File: src/rtl/stack_pkg.sv
// Shared definitions for the data stack and the control unit that drives it:
// opcode encoding, default geometry and per-opcode depth rules.
package stack_pkg;

    localparam int WIDTH_DEF = 16;
    localparam int DEPTH_DEF = 16;
    localparam int DEPTH_W   = 5;

    typedef enum logic [2:0] {
        OP_NOP    = 3'b000,
        OP_PUSH   = 3'b001,
        OP_DROP   = 3'b010,
        OP_UNARY  = 3'b011,
        OP_BINARY = 3'b100,
        OP_DUP    = 3'b101,
        OP_SWAP   = 3'b110,
        OP_OVER   = 3'b111
    } stack_op_e;

    function automatic logic [DEPTH_W-1:0] min_depth(stack_op_e op);
        case (op)
            OP_DROP, OP_UNARY, OP_DUP:  return DEPTH_W'(1);
            OP_BINARY, OP_SWAP, OP_OVER: return DEPTH_W'(2);
            default:                     return '0;
        endcase
    endfunction

    function automatic logic is_net_push(stack_op_e op);
        return (op == OP_PUSH) || (op == OP_DUP) || (op == OP_OVER);
    endfunction

    function automatic logic is_net_pop(stack_op_e op);
        return (op == OP_DROP) || (op == OP_BINARY);
    endfunction

endpackage

File: src/rtl/stack_ram.sv
// Spill memory for cells below NOS: synchronous write, asynchronous read.
module stack_ram #(
    parameter int WIDTH = 16,
    parameter int DEPTH = 16,
    parameter int AW    = 4
) (
    input  logic             c_YCLOCK,
    input  logic             wr_en,
    input  logic [AW-1:0]    wr_addr,
    input  logic [WIDTH-1:0] wr_data,
    input  logic [AW-1:0]    rd_addr,
    output logic [WIDTH-1:0] rd_data
);

    logic [WIDTH-1:0] mem [DEPTH-2];

    always_ff @(posedge c_YCLOCK) begin
        if (wr_en) mem[wr_addr] <= wr_data;
    end

    assign rd_data = mem[rd_addr];

endmodule

File: src/rtl/data_stack.sv
// Hardware data stack: TOS/NOS in registers, deeper cells spilled to stack_ram.
// Every opcode completes in one cycle; illegal ops leave the stack intact and raise a sticky flag.
module data_stack
    import stack_pkg::*;
#(
    parameter int WIDTH = WIDTH_DEF,
    parameter int DEPTH = DEPTH_DEF
) (
    input  logic               c_YCLOCK,
    input  logic               c_RESET,
    input  logic [2:0]         f_stackctrl,
    input  logic [WIDTH-1:0]   i_DATA,
    input  logic               f_clrerr,
    output logic [WIDTH-1:0]   o_TOS,
    output logic [WIDTH-1:0]   o_NOS,
    output logic [DEPTH_W-1:0] o_DEPTH,
    output logic               o_EMPTY,
    output logic               o_FULL,
    output logic               o_OVERFLOW,
    output logic               o_UNDERFLOW
);

    localparam int AW = $clog2(DEPTH);
    localparam logic [DEPTH_W-1:0] DEPTH_MAX = DEPTH_W'(DEPTH);

    stack_op_e          op;
    logic [WIDTH-1:0]   tos_q, tos_nx, nos_q, nos_nx;
    logic [DEPTH_W-1:0] depth_q, depth_nx;
    logic [AW-1:0]      ptr_q, ptr_nx, rd_addr;
    logic [WIDTH-1:0]   rd_data, refill;
    logic               ovf_q, unf_q, ovf_set, unf_set, spill_we, full;

    assign op      = stack_op_e'(f_stackctrl);
    assign full    = (depth_q == DEPTH_MAX);
    assign rd_addr = (ptr_q == '0) ? '0 : ptr_q - AW'(1);
    assign refill  = (depth_q >= DEPTH_W'(3)) ? rd_data : '0;

    stack_ram #(.WIDTH(WIDTH), .DEPTH(DEPTH), .AW(AW)) u_ram (
        .c_YCLOCK (c_YCLOCK),
        .wr_en    (spill_we),
        .wr_addr  (ptr_q),
        .wr_data  (nos_q),
        .rd_addr  (rd_addr),
        .rd_data  (rd_data)
    );

    always_comb begin
        tos_nx   = tos_q;
        nos_nx   = nos_q;
        depth_nx = depth_q;
        ptr_nx   = ptr_q;
        spill_we = 1'b0;
        ovf_set  = 1'b0;
        unf_set  = 1'b0;
        if (depth_q < min_depth(op)) begin
            unf_set = 1'b1;
        end else if (is_net_push(op) && full) begin
            ovf_set = 1'b1;
        end else begin
            case (op)
                OP_PUSH:   begin tos_nx = i_DATA; nos_nx = tos_q;  end
                OP_DROP:   begin tos_nx = nos_q;  nos_nx = refill; end
                OP_UNARY:  tos_nx = i_DATA;
                OP_BINARY: begin tos_nx = i_DATA; nos_nx = refill; end
                OP_DUP:    nos_nx = tos_q;
                OP_SWAP, OP_OVER: begin tos_nx = nos_q; nos_nx = tos_q; end
                default: ;
            endcase
            // Old NOS goes to memory on growth; OVER therefore spills exactly the cell it copies.
            if (is_net_push(op)) begin
                depth_nx = depth_q + DEPTH_W'(1);
                if (depth_q >= DEPTH_W'(2)) begin
                    spill_we = 1'b1;
                    ptr_nx   = ptr_q + AW'(1);
                end
            end else if (is_net_pop(op)) begin
                depth_nx = depth_q - DEPTH_W'(1);
                if (depth_q >= DEPTH_W'(3)) ptr_nx = ptr_q - AW'(1);
            end
        end
    end

    always_ff @(posedge c_YCLOCK or posedge c_RESET) begin
        if (c_RESET) begin
            tos_q   <= '0;
            nos_q   <= '0;
            depth_q <= '0;
            ptr_q   <= '0;
            ovf_q   <= 1'b0;
            unf_q   <= 1'b0;
        end else begin
            tos_q   <= tos_nx;
            nos_q   <= nos_nx;
            depth_q <= depth_nx;
            ptr_q   <= ptr_nx;
            if (f_clrerr) begin
                ovf_q <= 1'b0;
                unf_q <= 1'b0;
            end else begin
                ovf_q <= ovf_q | ovf_set;
                unf_q <= unf_q | unf_set;
            end
        end
    end

    assign o_TOS       = (depth_q >= DEPTH_W'(1)) ? tos_q : '0;
    assign o_NOS       = (depth_q >= DEPTH_W'(2)) ? nos_q : '0;
    assign o_DEPTH     = depth_q;
    assign o_EMPTY     = (depth_q == '0);
    assign o_FULL      = full;
    assign o_OVERFLOW  = ovf_q;
    assign o_UNDERFLOW = unf_q;

endmodule
File: config.mk
export PLATFORM = sky130hd
export DESIGN_NAME = data_stack
export DESIGN_NICKNAME = d
export VERILOG_FILES = /design/src/rtl/stack_pkg.sv /design/src/rtl/stack_ram.sv /design/src/rtl/data_stack.sv
export SDC_FILE = /design/constraint.sdc
export NUM_CORES = 1
export LEC_CHECK = 0
export ABC_AREA = 1
export CAP_MARGIN = 10
export CORE_UTILIZATION = 50
export CTS_BUF_LIST = sky130_fd_sc_hd__clkbuf_8
export CTS_CLUSTER_SIZE = 16
export DETAILED_ROUTE_END_ITERATION = 8
export PLACE_DENSITY_LB_ADDON = 0.08
export RECOVER_POWER = 100
export SYNTH_ARGS = -nofsm -noshare
export SYNTH_HDL_FRONTEND = slang
export SYNTH_SLANG_ARGS = --single-unit
File: constraint.sdc
create_clock -name c_YCLOCK -period 4.5 [get_ports c_YCLOCK]
set_clock_uncertainty 0.15 [all_clocks]
set_input_delay 0.9 -clock c_YCLOCK [delete_from_list [all_inputs] [get_ports c_YCLOCK]]
set_output_delay 0.9 -clock c_YCLOCK [all_outputs]
set_load 0.005 [all_outputs]
==> results of run 1 <==
## sequential cells by signal (all words and copies together) (netlist names)
register / count
o_UNDERFLOW: 1
o_OVERFLOW: 1
ptr_q: 4
o_DEPTH: 5
u_ram.mem: 224
nos_q: 16
tos_q: 16
## metal layers
metal	vias up	share of wire, %	track usage [%]
met5	-	0	0
met4	0	1.6	6.44
met3	46	6.1	3.88
met2	278	46	40.2
met1	3972	47	37.0
li1	4033	-	-
## worst max-delay path: stages (launching register included)
cell and delay [ns]:
dfrtp_1 0.55, inv_1 0.17, ha_1 0.22, nor4_2 0.21
clkbuf_1 0.64, nor2_1 0.17, clkdlybuf4s50_1 0.51
## through the flow
stage               total power [mW]  std cells
floorplan                       6.71       1138
global placement                8.46       1482
detailed placement              8.49       1482
global route                    11.0       1563
finish                          10.3       1563
CTS                             10.4       1563
## cells by family (layout without fill, tap and decap cells)
kind of cell	count (synthesis)	in the layout	share of synthesized area [%]
AO/OA/AOI/OAI	99	99	4.65
XOR/XNOR	10	10	0.732
adder cells (fa/ha/maj)	10	10	1.05
buffers and inverters	157	263	6.03
flip-flops	267	267	65.3
AND/OR/NAND/NOR	595	595	22.3
## where the power goes
| group | switching (mW) | internal (mW) | total [mW] |
|---|---|---|---|
| sequential | 0.634 | 3.38 | 4.02 |
| clock | 0.937 | 0.984 | 1.92 |
| combinational | 2.90 | 1.41 | 4.31 |
| total | 4.47 | 5.78 | 10.3 |
## cell usage after synthesis
library cell and instances:
nand2_1 266, nand3_1 228, edfxtp_1 224, inv_1 88
nor2_1 73, o21ai_0 53, dfrtp_1 43, buf_2 30
a21oi_1 25, a21boi_1 15, clkbuf_1 13, ha_1 10
buf_6 9, buf_4 6, nor3_1 6, xor2_1 6
buf_1 5, nand2_2 5, inv_2 4, nor2_4 4
xnor2_1 4, nand2_4 3, nand3b_1 3, o21ai_1 2
a211oi_2 1, a21oi_2 1, clkbuf_2 1, inv_4 1
nand2_8 1, nand3_4 1, nand4_1 1, nor2_2 1
nor4_2 1, nor4_4 1, o211ai_2 1, o21ai_2 1
or3_1 1
## cell type report
type,instances,area share [%]
clock buffers,48,4.88
flip-flops and latches,267,57.6
multi-input cells,714,25.3
repair buffers,89,5.64
clock inverters,33,1.04
well taps,319,2.95
inverters,93,2.60
## path summary, 6_finish.rpt
check | endpoint | slack (ns) | depth (start not counted) | start
max in group asynchronous | o_DEPTH[0]$_DFFE_PP0P_ | 2.03 | 2 | c_RESET
min in group asynchronous | tos_q[7]$_DFFE_PP0P_ | 1.16 | 2 | c_RESET
setup reg to reg | u_ram.mem[10][11]$_DFFE_PP_ | 1.09 | 8 | o_DEPTH[0]$_DFFE_PP0P_
hold / removal | o_OVERFLOW$_DFF_PP0_ | 0.38 | 2 | o_OVERFLOW$_DFF_PP0_
hold reg to reg | o_OVERFLOW$_DFF_PP0_ | 0.38 | 2 | o_OVERFLOW$_DFF_PP0_
setup / recovery | o_TOS[0] | 0.45 | 6 | o_DEPTH[1]$_DFFE_PP0P_
## cells in the final DEF (no fill, tap or decap), types with 6 or more instances in the layout
cell type        netlist  routed
nand2_1              266     267
nand3_1              228     228
edfxtp_1             224     224
inv_1                 88     110
nor2_1                73      74
o21ai_0               53      55
clkbuf_8               0      48
dfrtp_1               43      43
clkdlybuf4s50_1        0      33
dlygate4sd3_1          0      29
a21oi_1               25      26
clkbuf_1              13      19
a21boi_0               0      14
ha_1                  10      10
clkinv_1               0       7
buf_4                  6       7
xor2_1                 6       6
==> reports/qor.yml, run 1 <==
outcome: "finished, violations left"
violations: "max-capacitance violations, max-slew violations"
fin_area_mm2: 0.0135
coreArea_mm2: 0.0235
start_util_pct: 50.9
drv_slew: 44
end_kind: "output pin"
multi_input_area_mm2: 0.00343
fin_setup_tns_ns: 0
min_path_type: "reg -> reg"
place.gp.congestion: 0.823
syn_inst: 1138
grt_overflow_total: 0
die_h_um: 157
max_slew_margin_pct: -12.4
synth_area_leaders: "edfxtp_1 (56%), nand3_1 (9.5%), dfrtp_1 (9.0%), nand2_1 (8.3%), inv_1 (2.8%)"
io_pins: 63
path_max_fanout: 16
post-route-period-util_pct: 90.1
cts.reportedPaths.clkPinSlew_ns: 0.06
worstPathRequired_ns: 3.45
cts_tree: "done"
wire_per_inst_um: 19.2
peakVddDrop_mv: 0.680
grt_pass1_vias: 7865
seq_area_mm2: 0.00780
hpwlAfterDp_um: 18500
drt-total-wl_um: 30000
gr-usage-all-layers_pct: 25.5
drt_iter0_markers: 718
yosysTopAreaCell: "edfxtp_1"
cts_resized: 0
crit_type: "reg -> out"
cts_made_buffers: 45
antenna_left: 0
yosys.area.top_type_share_pct: 56.3
drc: 0
ys_seq_elements: 267
power.leakage_nw: 5.38
setup_ws_ns: 0.446
seq_area_frac_synth_pct: 65.3
period_needed_ns: 4.05
worstMarginPinSlew_ns: 1.68
fin_util_pct: 57.7
syn2layout_area_growth_pct: 13.3
worstPathArrival_ns: 3.00
drv_cap: 1
rsz0062_at_grt: "no"
max_freq_ghz: 0.247
htree_levels: 2
holdWs_ns: 0.383
n_antenna_cell: 0
synth_area_mm2: 0.0120
place_ws_ns: 0.717
clock-root-buffer: "clkbuf_8"
power_density_mw_per_mm2: 757
num_vias: 8329
drive_above_1_share_pct: 6.75
antenna_found_initial: 0
layout.nets: 1242
num_rows: 56
clk_latency_ns: 0.56
ys_warn_count: 0
syn_area_per_cell_um2: 10.5
ys_types: 37
die_w_um: 157
placed_area_mm2: 0.0129
port-buffer-count: 62
finalHoldViolations: 0
synth_fp_nets: 1170
setup.worst_path.start_class: "flip-flop"
fillers: 2100
setup_viol: 0
first_pass_iters: 5
via_per_inst: 5.33
postCtsSetupBuffers: 0
cts_hold_buf: 0
die_area_mm2: 0.0245
cts.sinks: 267
grt_start_max_net_pins: 71
grt_pass1_wl_um: 46200
cts_max_path_buffers: 3
Power figures use the tool's default switching activity.
==> run 2: changes to the inputs <==
--- a/config.mk
+++ b/config.mk
@@ -6,8 +6,9 @@
 export NUM_CORES = 1
 export LEC_CHECK = 0
 export ABC_AREA = 1
+export ABC_CLOCK_PERIOD_IN_PS = 4500
 export CAP_MARGIN = 10
-export CORE_UTILIZATION = 50
+export CORE_UTILIZATION = 45
 export CTS_BUF_LIST = sky130_fd_sc_hd__clkbuf_8
 export CTS_CLUSTER_SIZE = 16
 export DETAILED_ROUTE_END_ITERATION = 8
==> reports/qor.yml, run 2 (synthesized netlist as in run 1, its figures left out) <==
outcome: "finished, violations left"
violations: "max-capacitance violations, max-slew violations"
largest_reg_flops: 224  # unchanged
antenna_found_initial: 0  # unchanged
power.leakage_nw: 5.39  # +0.28%
drt-total-wl_um: 32400  # +8.0%
p_sw_mw: 4.70  # +5.2%
layout_common_cells: "nand2_1 (268), nand3_1 (228), edfxtp_1 (224)"
fin_area_mm2: 0.0136  # +0.74%
p_comb_share_pct: 42.9  # +0.8 points
rsz0062_at_grt: "no"
via_per_inst: 5.26  # -1.2%
drive_above_1_share_pct: 7.85  # +1.1 points
finalHoldViolations: 0  # unchanged
layout.nets: 1244  # +0.16%
fillers: 2419  # +15%
cts.reportedPaths.clkPinSlew_ns: 0.06  # about the same
post-route-period-util_pct: 91.1  # +1.0 points
io_pins: 63  # unchanged
grt_pass1_wl_um: 48700  # +5.2%
setup.worst_path.start_class: "flip-flop"
wire_per_inst_um: 20.5  # +6.6%
worstPathRequired_ns: 3.45  # about the same
grt_overflow_total: 0  # unchanged
gr-usage-all-layers_pct: 24.5  # -0.95 points
worstMarginPinSlew_ns: 1.78  # +0.0977 ns
num_vias: 8336  # +0.084%
antenna_left: 0  # unchanged
peakVddDrop_mv: 0.767  # +13%
final_common_cell: "nand2_1"
top_regs: "u_ram.mem (224), nos_q (16), tos_q (16)"
grt_pass1_vias: 7941  # +0.97%
power.internal_mw: 5.91  # +2.2%
min_path_type: "reg -> reg"
ff2ff_path_depth: 11  # +3
drv_cap: 1  # unchanged
first_pass_iters: 5  # unchanged
max_slew_margin_pct: -18.9  # -6.5 points
cts_resized: 0  # unchanged
fin_setup_tns_ns: 0  # unchanged
syn2layout_area_growth_pct: 14.1
end_kind: "output pin"
postCtsSetupBuffers: 0  # unchanged
regMostFlops: "u_ram.mem"
drc: 0  # unchanged
cts.sinks: 267  # unchanged
power_density_mw_per_mm2: 777  # +2.7%
hpwlAfterDp_um: 19700  # +6.5%
worstPathArrival_ns: 3.05  # +0.05 ns
cts_made_buffers: 46  # +2.2%
setup_viol: 0  # unchanged
period_needed_ns: 4.10  # +0.0457 ns
seq_area_mm2: 0.00780  # unchanged
n_antenna_cell: 0  # unchanged
drt_iter0_markers: 664  # -7.5%
place.gp.congestion: 0.778  # -5.4%
placed_area_mm2: 0.0129  # +0.23%
htree_levels: 2  # unchanged
coreArea_mm2: 0.0261  # +11%
multi_input_area_mm2: 0.00343  # +0.11%
start_util_pct: 45.9  # -5.1 points
p_clk_share_pct: 20.0  # +1.3 points
die_area_mm2: 0.0272  # +11%
die_h_um: 165  # +5.3%
pwr-share-seq_pct: 37.1  # -2.1 points
cts_tree: "done"
fin_util_pct: 52.4  # -5.3 points
clk_latency_ns: 0.57  # about the same
cts_max_path_buffers: 3  # unchanged
clock-root-buffer: "clkbuf_8"
holdWs_ns: 0.396  # +0.0136 ns
path_max_fanout: 16  # unchanged
drv_slew: 44  # unchanged
switching_share_pct: 44.3  # +0.70 points
port-buffer-count: 62  # unchanged
whs_path_depth: 2  # unchanged
grt_start_max_net_pins: 93  # +31%
die_w_um: 165  # +5.3%
max_freq_ghz: 0.244  # -1.1%
crit_type: "reg -> out"
num_rows: 59  # +5.4%
cts_hold_buf: 0  # unchanged
[run 2: changes by cell type in the layout (fill, tap and decap cells not counted), moves of 3 or more]
cell	change
clkbuf_1	+4
clkinv_2	+11
a21boi_1	+4
inv_1	-10
a21boi_0	-4
buf_4	-3
[run 2: cell type report]
cell class | instances | area share [%]
timing repair buffer | 90 | 5.55
inverter | 93 | 2.59
clock inverter | 37 | 1.65
clock buffer | 48 | 4.84
multi-input combinational | 714 | 25.1
sequential | 267 | 57.2
tap | 335 | 3.07
[run 2: worst paths after layout]
path | start | endpoint | slack, ns
hold reg to reg | o_OVERFLOW$_DFF_PP0_ | o_OVERFLOW$_DFF_PP0_ | 0.40
max in group asynchronous | c_RESET | nos_q[3]$_DFFE_PP0P_ | 1.95
setup / recovery | o_DEPTH[1]$_DFFE_PP0P_ | o_TOS[6] | 0.40
min in group asynchronous | c_RESET | tos_q[8]$_DFFE_PP0P_ | 1.21
hold / removal | o_OVERFLOW$_DFF_PP0_ | o_OVERFLOW$_DFF_PP0_ | 0.40
setup reg to reg | ptr_q[0]$_DFFE_PP0P_ | nos_q[7]$_DFFE_PP0P_ | 0.64
[run 2: power groups by stage]
stage,combinational (mW),sequential [mW],clock [mW]
floorplan,2.99,3.72,0
global placement,4.68,3.97,0
detailed placement,4.69,3.97,0
CTS,4.72,3.93,2.16
global route,5.06,3.98,2.27
finish,4.55,3.93,2.13
[run 2: stage by stage]
step	std cells	setup WS (ns)	power [mW]
floorplan	1138	0.876	6.71
global placement	1499	0.917	8.65
detailed placement	1499	0.861	8.66
CTS	1584	0.654	10.8
global route	1584	0.263	11.3
finish	1584	0.400	10.6
[run 2: critical path: stages (launching register included)]
cell           delay, ns
dfrtp_1             0.54
inv_1               0.15
ha_1                0.22
nor4_2              0.20
clkbuf_1            0.68
nor2_1              0.08
dlygate4sd3_1       0.61
[run 2: per-layer routing]
layer	wire, µm	part of all wire [%]	vias up	track usage [%]
li1	-	-	4043	-
met1	14400	45	3937	33.3
met2	15100	47	288	39.0
met3	1750	5.4	68	3.99
met4	1130	3.5	0	10.3
met5	0	0	-	0
